<file path="src/rtl/m_pc_unit.sv">
// Fetch-stage program counter: prioritised redirects, exception PC save/return,
// and a circular return-address stack for call/return.
module m_pc_unit #(
    parameter int              XLEN         = 32,
    parameter int              BR_OFF_W     = 13,
    parameter int              RAS_DEPTH    = 4,
    parameter logic [XLEN-1:0] RESET_VECTOR = '0,
    parameter logic [XLEN-1:0] EXC_VECTOR   = 32'h0FFF_FFF0
) (
    input  logic                       clk,
    input  logic                       reset,
    input  logic                       stall,
    input  logic                       branch,
    input  logic [BR_OFF_W-1:0]        branch_off,
    input  logic                       jump,
    input  logic [XLEN-1:0]            jump_target,
    input  logic                       call,
    input  logic                       ret,
    input  logic [XLEN-1:0]            ret_target,
    input  logic                       panic,
    input  logic                       eret,
    output logic [XLEN-1:0]            pc_out,
    output logic [XLEN-1:0]            epc_out,
    output logic                       redirect,
    output logic [$clog2(RAS_DEPTH):0] ras_count,
    output logic                       ras_empty,
    output logic                       ras_full,
    output logic                       ras_underflow
);

    localparam int PW = $clog2(RAS_DEPTH);
    localparam int CW = PW + 1;

    logic [XLEN-1:0] pc_q, pc_n;
    logic [XLEN-1:0] epc_q, epc_n;
    logic            redirect_q, redirect_n;
    logic            underflow_q, underflow_n;
    logic [PW-1:0]   ras_ptr_q, ras_ptr_n;
    logic [CW-1:0]   ras_count_q, ras_count_n;
    logic [XLEN-1:0] ras_mem [RAS_DEPTH];
    logic            push, pop;

    logic [XLEN-1:0] pc_seq, br_off_ext, br_target, jmp_target, ret_fallback;
    logic            unused_bits;

    assign pc_seq       = pc_q + XLEN'(4);
    assign br_off_ext   = {{(XLEN-BR_OFF_W){branch_off[BR_OFF_W-1]}}, branch_off};
    assign br_target    = pc_q + (br_off_ext << 2);
    assign jmp_target   = {jump_target[XLEN-3:0], 2'b00};
    assign ret_fallback = {ret_target[XLEN-1:2], 2'b00};
    assign unused_bits  = ^{jump_target[XLEN-1:XLEN-2], ret_target[1:0]};

    always_comb begin
        pc_n        = pc_seq;
        epc_n       = epc_q;
        redirect_n  = 1'b0;
        underflow_n = 1'b0;
        push        = 1'b0;
        pop         = 1'b0;
        ras_ptr_n   = ras_ptr_q;
        ras_count_n = ras_count_q;

        if (panic) begin
            epc_n      = pc_q;
            pc_n       = EXC_VECTOR;
            redirect_n = 1'b1;
        end else if (stall) begin
            pc_n = pc_q;
        end else if (eret) begin
            pc_n       = epc_q;
            redirect_n = 1'b1;
        end else if (branch) begin
            pc_n       = br_target;
            redirect_n = 1'b1;
        end else if (jump || call) begin
            pc_n       = jmp_target;
            redirect_n = 1'b1;
            push       = call;
        end else if (ret) begin
            redirect_n = 1'b1;
            if (ras_count_q != '0) begin
                pc_n = ras_mem[ras_ptr_q];
                pop  = 1'b1;
            end else begin
                pc_n        = ret_fallback;
                underflow_n = 1'b1;
            end
        end

        // Push past a full stack overwrites the oldest slot; the count saturates.
        if (push) begin
            ras_ptr_n = ras_ptr_q + PW'(1);
            if (ras_count_q != CW'(RAS_DEPTH))
                ras_count_n = ras_count_q + CW'(1);
        end else if (pop) begin
            ras_ptr_n   = ras_ptr_q - PW'(1);
            ras_count_n = ras_count_q - CW'(1);
        end
    end

    always_ff @(posedge clk) begin
        if (reset) begin
            pc_q        <= RESET_VECTOR;
            epc_q       <= '0;
            redirect_q  <= 1'b0;
            underflow_q <= 1'b0;
            ras_ptr_q   <= '0;
            ras_count_q <= '0;
        end else begin
            pc_q        <= pc_n;
            epc_q       <= epc_n;
            redirect_q  <= redirect_n;
            underflow_q <= underflow_n;
            ras_ptr_q   <= ras_ptr_n;
            ras_count_q <= ras_count_n;
        end
    end

    // Stack contents carry no reset; only the pointer and count do.
    always_ff @(posedge clk) begin
        if (!reset && push)
            ras_mem[ras_ptr_n] <= pc_seq;
    end

    assign pc_out        = pc_q;
    assign epc_out       = epc_q;
    assign redirect      = redirect_q;
    assign ras_count     = ras_count_q;
    assign ras_empty     = (ras_count_q == '0);
    assign ras_full      = (ras_count_q == CW'(RAS_DEPTH));
    assign ras_underflow = underflow_q;

endmodule

</file>
<file path="config.mk">
export PLATFORM = sky130hd
export DESIGN_NAME = m_pc_unit
export DESIGN_NICKNAME = d
export VERILOG_FILES = /design/src/rtl/m_pc_unit.sv
export SDC_FILE = /design/constraint.sdc
export NUM_CORES = 1
export LEC_CHECK = 0
export ABC_AREA = 1
export ABC_CLOCK_PERIOD_IN_PS = 4820
export CAP_MARGIN = 0
export CORE_UTILIZATION = 51
export DETAILED_ROUTE_END_ITERATION = 16
export PLACE_DENSITY = 0.77
export RECOVER_POWER = 100
export REMOVE_ABC_BUFFERS = 1
export SETUP_SLACK_MARGIN = 0.4
export SLEW_MARGIN = 20
export SYNTH_ARGS = -nofsm -noshare
export SYNTH_HDL_FRONTEND = slang
export SYNTH_SLANG_ARGS = --single-unit
</file>
<file path="constraint.sdc">
create_clock -name clk -period 4.82 [get_ports clk]
set_input_delay 1.205 -clock clk [delete_from_list [all_inputs] [get_ports clk]]
set_output_delay 1.205 -clock clk [all_outputs]
set_load 0.01 [all_outputs]
</file>
==> results of run 1 <==
==> where the power goes <==
part / switching (uW) / internal, uW / total [uW]
Sequential: 77.6 / 1860 / 1930
Clock: 782 / 766 / 1550
Combinational: 507 / 304 / 811
==> logic make-up after synthesis <==
family | Yosys count | synth area share (%)
buffers and inverters | 250 | 8.84
AND/OR/NAND/NOR | 872 | 30.3
XOR/XNOR | 23 | 1.72
adder cells (fa/ha/maj) | 32 | 3.42
AO/OA/AOI/OAI | 279 | 12.3
flip-flops | 199 | 43.4
==> worst reg2reg max path, stage by stage, from the launching register on <==
cell	delay, ps
dfxtp_1	380
nor3_1	1080
buf_4	440
nand2_1	440
o211ai_1	400
inv_1	90
o21ai_1	100
nand2_1	110
nand2_1	70
nand2_1	50
nand2_1	70
a21oi_1	60
==> routing by layer <==
| layer | vias to the layer above | share of wire (%) | wire length (um) | track usage (%) |
|---|---|---|---|---|
| met3 | 90 | 8.9 | 3700 | 4.54 |
| li1 | 5712 | - | - | - |
| met1 | 5556 | 41 | 16800 | 45.9 |
| met5 | - | 0 | 0 | 0 |
| met2 | 628 | 47 | 19500 | 56.6 |
| met4 | 0 | 3.6 | 1490 | 14.3 |
==> synthesized netlist by cell type <==
cell,n
o21bai_1,2
edfxtp_1,128
or2_2,8
o221ai_1,7
buf_4,7
buf_2,24
clkbuf_1,29
clkinv_1,1
xnor2_1,10
o21ai_1,7
dfxtp_1,71
o2111ai_1,3
a21o_1,2
o22ai_1,3
nor2_2,9
nand2_4,1
nand2_1,460
nand3_1,146
nand4_1,16
o21ai_2,2
nand3_2,1
xor2_2,1
clkbuf_8,6
ha_1,30
inv_2,3
nor3_2,3
nand3b_1,9
nor2_4,6
dlygate4sd1_1,2
o21ai_0,101
nor3_1,8
and2_1,4
inv_1,173
nand2_2,4
buf_6,1
buf_1,4
a22oi_1,1
nor2_1,197
xor2_1,12
a21oi_1,139
o211ai_1,5
a31oi_1,2
a221oi_1,5
fa_1,2
==> worst max-delay path by stage <==
stage,to,slack [ps],depth (start not counted)
after floorplan,ras_mem[2][0]$_DFFE_PP_,-150,10
after global placement,ras_mem[3][4]$_DFFE_PP_,950,12
after detailed placement,pc_out[20]$_SDFFE_PP0P_,890,15
after CTS,pc_out[20]$_SDFFE_PP0P_,1310,15
after global routing,ras_mem[1][18]$_DFFE_PP_,550,12
final,ras_mem[1][18]$_DFFE_PP_,720,12
==> through the flow <==
stage / worst slack, ps / hold WS, ps / power, uW / util (%) / setup TNS (ps)
2_1_floorplan: -148 / 486 / 2390 / - / -12330
3_3_place_gp: 952 / 476 / 2770 / 59.2 / 0
3_5_place_dp: 889 / 476 / 2780 / 59.2 / 0
4_1_cts: 1310 / 490 / 4300 / 61.9 / 0
5_1_grt: 554 / 516 / 4440 / 61.5 / 0
6_report: 717 / 490 / 4290 / 61.5 / 0
==> flip-flops by register name (all words and copies together), names as in the netlist, named ones only <==
register,count
ras_mem,128
epc_out,32
pc_out,30
ras_count,3
ras_ptr_q,2
ras_underflow,1
redirect,1
==> area by class of cell <==
cell class,count,area [um2]
flip-flops and latches,199,5270
inverters,177,664
fillers,2183,9020
multi-input cells,1206,5720
clock buffers,17,425
clock inverters,15,213
repair buffers,180,1700
well taps,319,399
==> run_results.csv, run 1 <==
group,metric,value,unit
status,status,"finished, violations left",
status,failed_checks,"max-capacitance violations, max-slew violations",
finish,fin_area,14400,um2
setup_path,r2r_cells,11,
placement,dpl.hpwl,30000,um
setup_path,critPathLaunch,"eret",
global_routing,grt_pass1_wl,62500,um
setup_path,cpPeakStageDelay,570,ps
die,rows,56,
route,dr.first_iter.drc_count,1220,
clocking,cts-root-buf,"clkbuf_16",
power,cellPowerDensity,298,nW/um2
clocking,cts_tree,"done",
synth,synthCells,1655,
synth,synth_area_leaders,"edfxtp_1 32%, nand2_1 14%, dfxtp_1 12%",
setup_path,cp-end-kind,"flop",
setup_path,crit_chain,"dlygate4sd3_1 > nor2_1 > inv_1 > nor3_1 > clkbuf_1 > inv_1 > o21ai_2 > xor2_2 > inv_1 > nand3_1 > inv_1 > clkbuf_2",
setup_path,reg2reg_slack,1340,ps
die,core,23400,um2
sta,setup_viol,0,
clocking,clockBufferDepth,2,
placement,dp.cells,2081,
min_path,min_path_cells,2,
clocking,hold_buffers,0,
finish,nNetsFinal,1899,
global_routing,gr-usage-all-layers,34.5,%
sta,slew-limit-headroom,-5.01,%
global_routing,grt_pass1_vias,11100,
sta,fin_worst_skew,19.0,ps
clocking,clock_sinks,199,
synth,synth_warnings,0,
finish,area_growth,18.6,%
synth,synth_top_area_cell,"edfxtp_1",
synth,mappedNetlistArea,12100,um2
finish,layout.cells.non_filler,2113,
clocking,cts_resized,0,
synth,synth.distinct_cells,44,
power,p_leak,0.00618,uW
route,via_per_inst,5.67,
setup_path,crit_family,"buffers and inverters",
run,cap_violations,2,
die,initial_core_util,51.8,%
route,dr.pass1.iters,6,
setup_path,cp_common_cell,"inv_1",
setup_path,cp_data_required_time,4910,ps
clocking,clk_latency,450,ps
global_routing,grt_max_degree,68,
finish,final_common_cell,"nand2_1",
synth,ys_ff_latch,199,
power,ir_worst_vdd,0.000240,V
setup_path,rr_endpoint,"pc_out[21]$_SDFFE_PP0P_",
sta,report.final.slew_viol_count,65,
die,io_pins,157,
sta,hold_viol,0,
clocking,cts_setup_buffers,0,
route,wl_per_cell,19.6,um
route,drtAntennaViolNets,0,
clocking,clk_pin_slew_worst_paths,90,ps
sta,fmax,244,MHz
route,routed_wl,41500,um
setup_path,worst-path-max-fanout,15,
min_path,hold_start,"epc_out[4]$_SDFFE_PP0P_",
placement,numPortBuffers,152,
setup_path,startpoint_type,"input pin",
global_routing,grt.overflow.total,0,
finish,layout_common_cells,"462 x nand2_1, 207 x nor2_1, 175 x inv_1",
die,die-area,24400,um2
die,die_y,156,um
route,drc_errors,0,
finish,antenna_cells,0,
min_path,holdPathEnd,"epc_out[4]$_SDFFE_PP0P_",
setup_path,path_buf_inv,7,
setup_path,critPathArrivalTime,4190,ps
setup_path,slowest_stage,"dlygate4sd3_1",
setup_path,r2r-start,"ras_count[0]$_SDFFE_PP0P_",
finish,drive_gt1_share,4.40,%
sta,rsz0062_at_grt,"no",
synth,syn_area_per_cell,7.33,um2
min_path,hold_class,"reg -> reg",
global_routing,antenna_found_initial,0,
synth,synth_top_cell_area_share,31.7,%
placement,routabilityCongestion,0.956,
route,vias,12000,
die,die_w,156,um
clocking,cts_buffers,17,
sta,period_minus_slack,4100,ps
sta,tightest_slew,1580,ps
synth,synth-seq-area-share,43.4,%
clocking,htreeDepth,4,
setup_path,path_class,"in -> reg",
sta,finalCritPeriodShare,85.1,%
placement,postPlaceCellArea,13900,um2
Power figures use the tool's default switching activity.
==> inputs of run 2 (changes only) <==
--- a/config.mk
+++ b/config.mk
@@ -10,6 +10,7 @@
 export CAP_MARGIN = 0
 export CORE_UTILIZATION = 51
 export DETAILED_ROUTE_END_ITERATION = 16
+export GPL_TIMING_DRIVEN = 0
 export PLACE_DENSITY = 0.77
 export RECOVER_POWER = 100
 export REMOVE_ABC_BUFFERS = 1
==> run_results.csv, run 2 (synthesis results as in run 1) <==
group,metric,value,unit
status,status,"finished, violations left",
status,failed_checks,"max-capacitance violations, max-slew violations",
placement,dpl.hpwl,29500,um
global_routing,antenna_found_initial,0,
sta,rsz0062_at_grt,"no",
die,rows,56,
placement,numPortBuffers,152,
finish,drive_gt1_share,4.60,%
power,p_leak,0.00612,uW
route,drc_errors,0,
min_path,hold_start,"epc_out[19]$_SDFFE_PP0P_",
route,drtAntennaViolNets,0,
finish,final_common_cell,"nand2_1",
die,io_pins,157,
clocking,htreeDepth,4,
finish,area_growth,18.7,%
route,wl_per_cell,19.6,um
run,cap_violations,1,
setup_path,rr_endpoint,"ras_mem[1][14]$_DFFE_PP_",
clocking,cts_buffers,17,
clocking,clockBufferDepth,2,
clocking,clk_pin_slew_worst_paths,90,ps
finish,fill_cells,2164,
clocking,cts_tree,"done",
finish,layout_common_cells,"462 x nand2_1, 205 x nor2_1, 168 x inv_1",
finish,largest_reg_flops,128,
sta,hold_viol,0,
finish,nNetsFinal,1888,
global_routing,grt_pass1_wl,62500,um
placement,routabilityCongestion,0.928,
setup_path,r2r-start,"ras_count[0]$_SDFFE_PP0P_",
sta,setup_viol,0,
setup_path,path_class,"in -> reg",
power,total_power,4240,uW
min_path,min_path_cells,2,
min_path,hold_class,"reg -> reg",
die,initial_core_util,51.8,%
sta,fin_worst_skew,13.5,ps
global_routing,grt_max_degree,70,
clocking,clock_sinks,199,
power,ir_worst_vdd,0.000243,V
sta,period_minus_slack,4480,ps
setup_path,startpoint_type,"input pin",
route,dr.first_iter.drc_count,1220,
power,cellPowerDensity,294,nW/um2
sta,slew-limit-headroom,-28.0,%
sta,tightest_slew,1920,ps
sta,setup_ws,341,ps
route,vias,11900,
clocking,clk_latency,450,ps
finish,antenna_cells,0,
clocking,hold_buffers,0,
finish,top_register,"ras_mem",
route,via_per_inst,5.67,
setup_path,critPathArrivalTime,4620,ps
clocking,cts-root-buf,"clkbuf_16",
die,die-area,24400,um2
sta,fmax,223,MHz
route,dr.pass1.iters,5,
global_routing,grt.overflow.total,0,
global_routing,grt_pass1_vias,11200,
die,core,23400,um2
sta,finalCritPeriodShare,92.9,%
setup_path,cp-end-kind,"flop",
sta,fin_hold_ws,487,ps
setup_path,reg2reg_slack,1460,ps
route,routed_wl,41200,um
placement,dp_slack,-649,ps
setup_path,cp_data_required_time,4970,ps
global_routing,gr-usage-all-layers,34.5,%
setup_path,worst-path-max-fanout,21,
setup_path,r2r_cells,12,
die,die_y,156,um
die,die_w,156,um
sta,report.final.slew_viol_count,30,
min_path,holdPathEnd,"epc_out[19]$_SDFFE_PP0P_",
## run 2: cell types whose count changed in the layout (fill, tap and decap cells not counted), moves of 3 or more
| cell | previous run | this run |
|---|---|---|
| buf_12 | 0 | 6 |
| inv_1 | 175 | 168 |
| dlygate4sd3_1 | 76 | 72 |
| inv_2 | 1 | 4 |
| buf_4 | 22 | 2 |
| clkinvlp_2 | 0 | 3 |
## run 2: repair_timing
| item | 4_1_cts | 5_1_grt |
|---|---|---|
| resized for setup | 3 | 2 |
| setup endpoints to repair | 96 | 58 |
| cloned | 3 | 0 |
| buffers inserted | 2 | 0 |
| pin swaps | 1 | 0 |
## run 2: worst max-delay path, cell delays in order
cell           delay (ps)
dlygate4sd3_1         930
nor2_4                260
inv_1                 120
nor3_2                520
inv_2                 150
nor3_1                740
buf_4                 310
buf_6                 160
buf_4                 210
## run 2: area by class of cell
| class | instances | area, um2 | share of cell area (%) |
|---|---|---|---|
| Clock buffer | 17 | 425 | 2.95 |
| Timing Repair Buffer | 166 | 1700 | 11.8 |
| Inverter | 177 | 677 | 4.70 |
| Sequential cell | 199 | 5270 | 36.6 |
| Multi-Input combinational cell | 1207 | 5740 | 39.9 |
| Clock inverter | 15 | 188 | 1.30 |
| Tap cell | 319 | 399 | 2.77 |
| Timing Repair inverter | 2 | 10.0 | 0.0695 |
## run 2: metrics by stage
step | setup TNS [ps] | area, um2 | util, % | cells
finish | 0 | 14400 | 61.6 | 2102
global route | 0 | 14400 | 61.6 | 2102
CTS | 0 | 14500 | 62.0 | 2102
detailed placement | -44220 | 13900 | 59.2 | 2065
global placement | -528440 | 13600 | 58.3 | 2053
floorplan | -12330 | 11700 | - | 1582
## run 2: worst max-delay path by stage
| stage | startpoint | end | slack [ps] | depth (start not counted) |
|---|---|---|---|---|
| 6_report | eret | ras_mem[0][6]$_DFFE_PP_ | 340 | 9 |
| 4_1_cts | call | ras_mem[2][14]$_DFFE_PP_ | 510 | 12 |
| 3_3_place_gp | panic | ras_mem[0][4]$_DFFE_PP_ | -3730 | 6 |
| 2_1_floorplan | call | ras_mem[2][0]$_DFFE_PP_ | -150 | 10 |
| 3_5_place_dp | ret | ras_mem[2][1]$_DFFE_PP_ | -650 | 10 |
| 5_1_grt | eret | ras_mem[0][6]$_DFFE_PP_ | 250 | 9 |
## run 2: routing by layer
metal | track usage, % | vias to the layer above | wire length [um]
met5 | 0 | - | 0
met4 | 15.2 | 0 | 1550
met3 | 4.43 | 85 | 3440
met2 | 57.4 | 617 | 19700
met1 | 45.2 | 5515 | 16600
li1 | - | 5693 | -
## run 2: power by group
part | switching, uW | internal (uW)
Clock | 774 | 715
Sequential | 81.0 | 1860
Combinational | 504 | 306
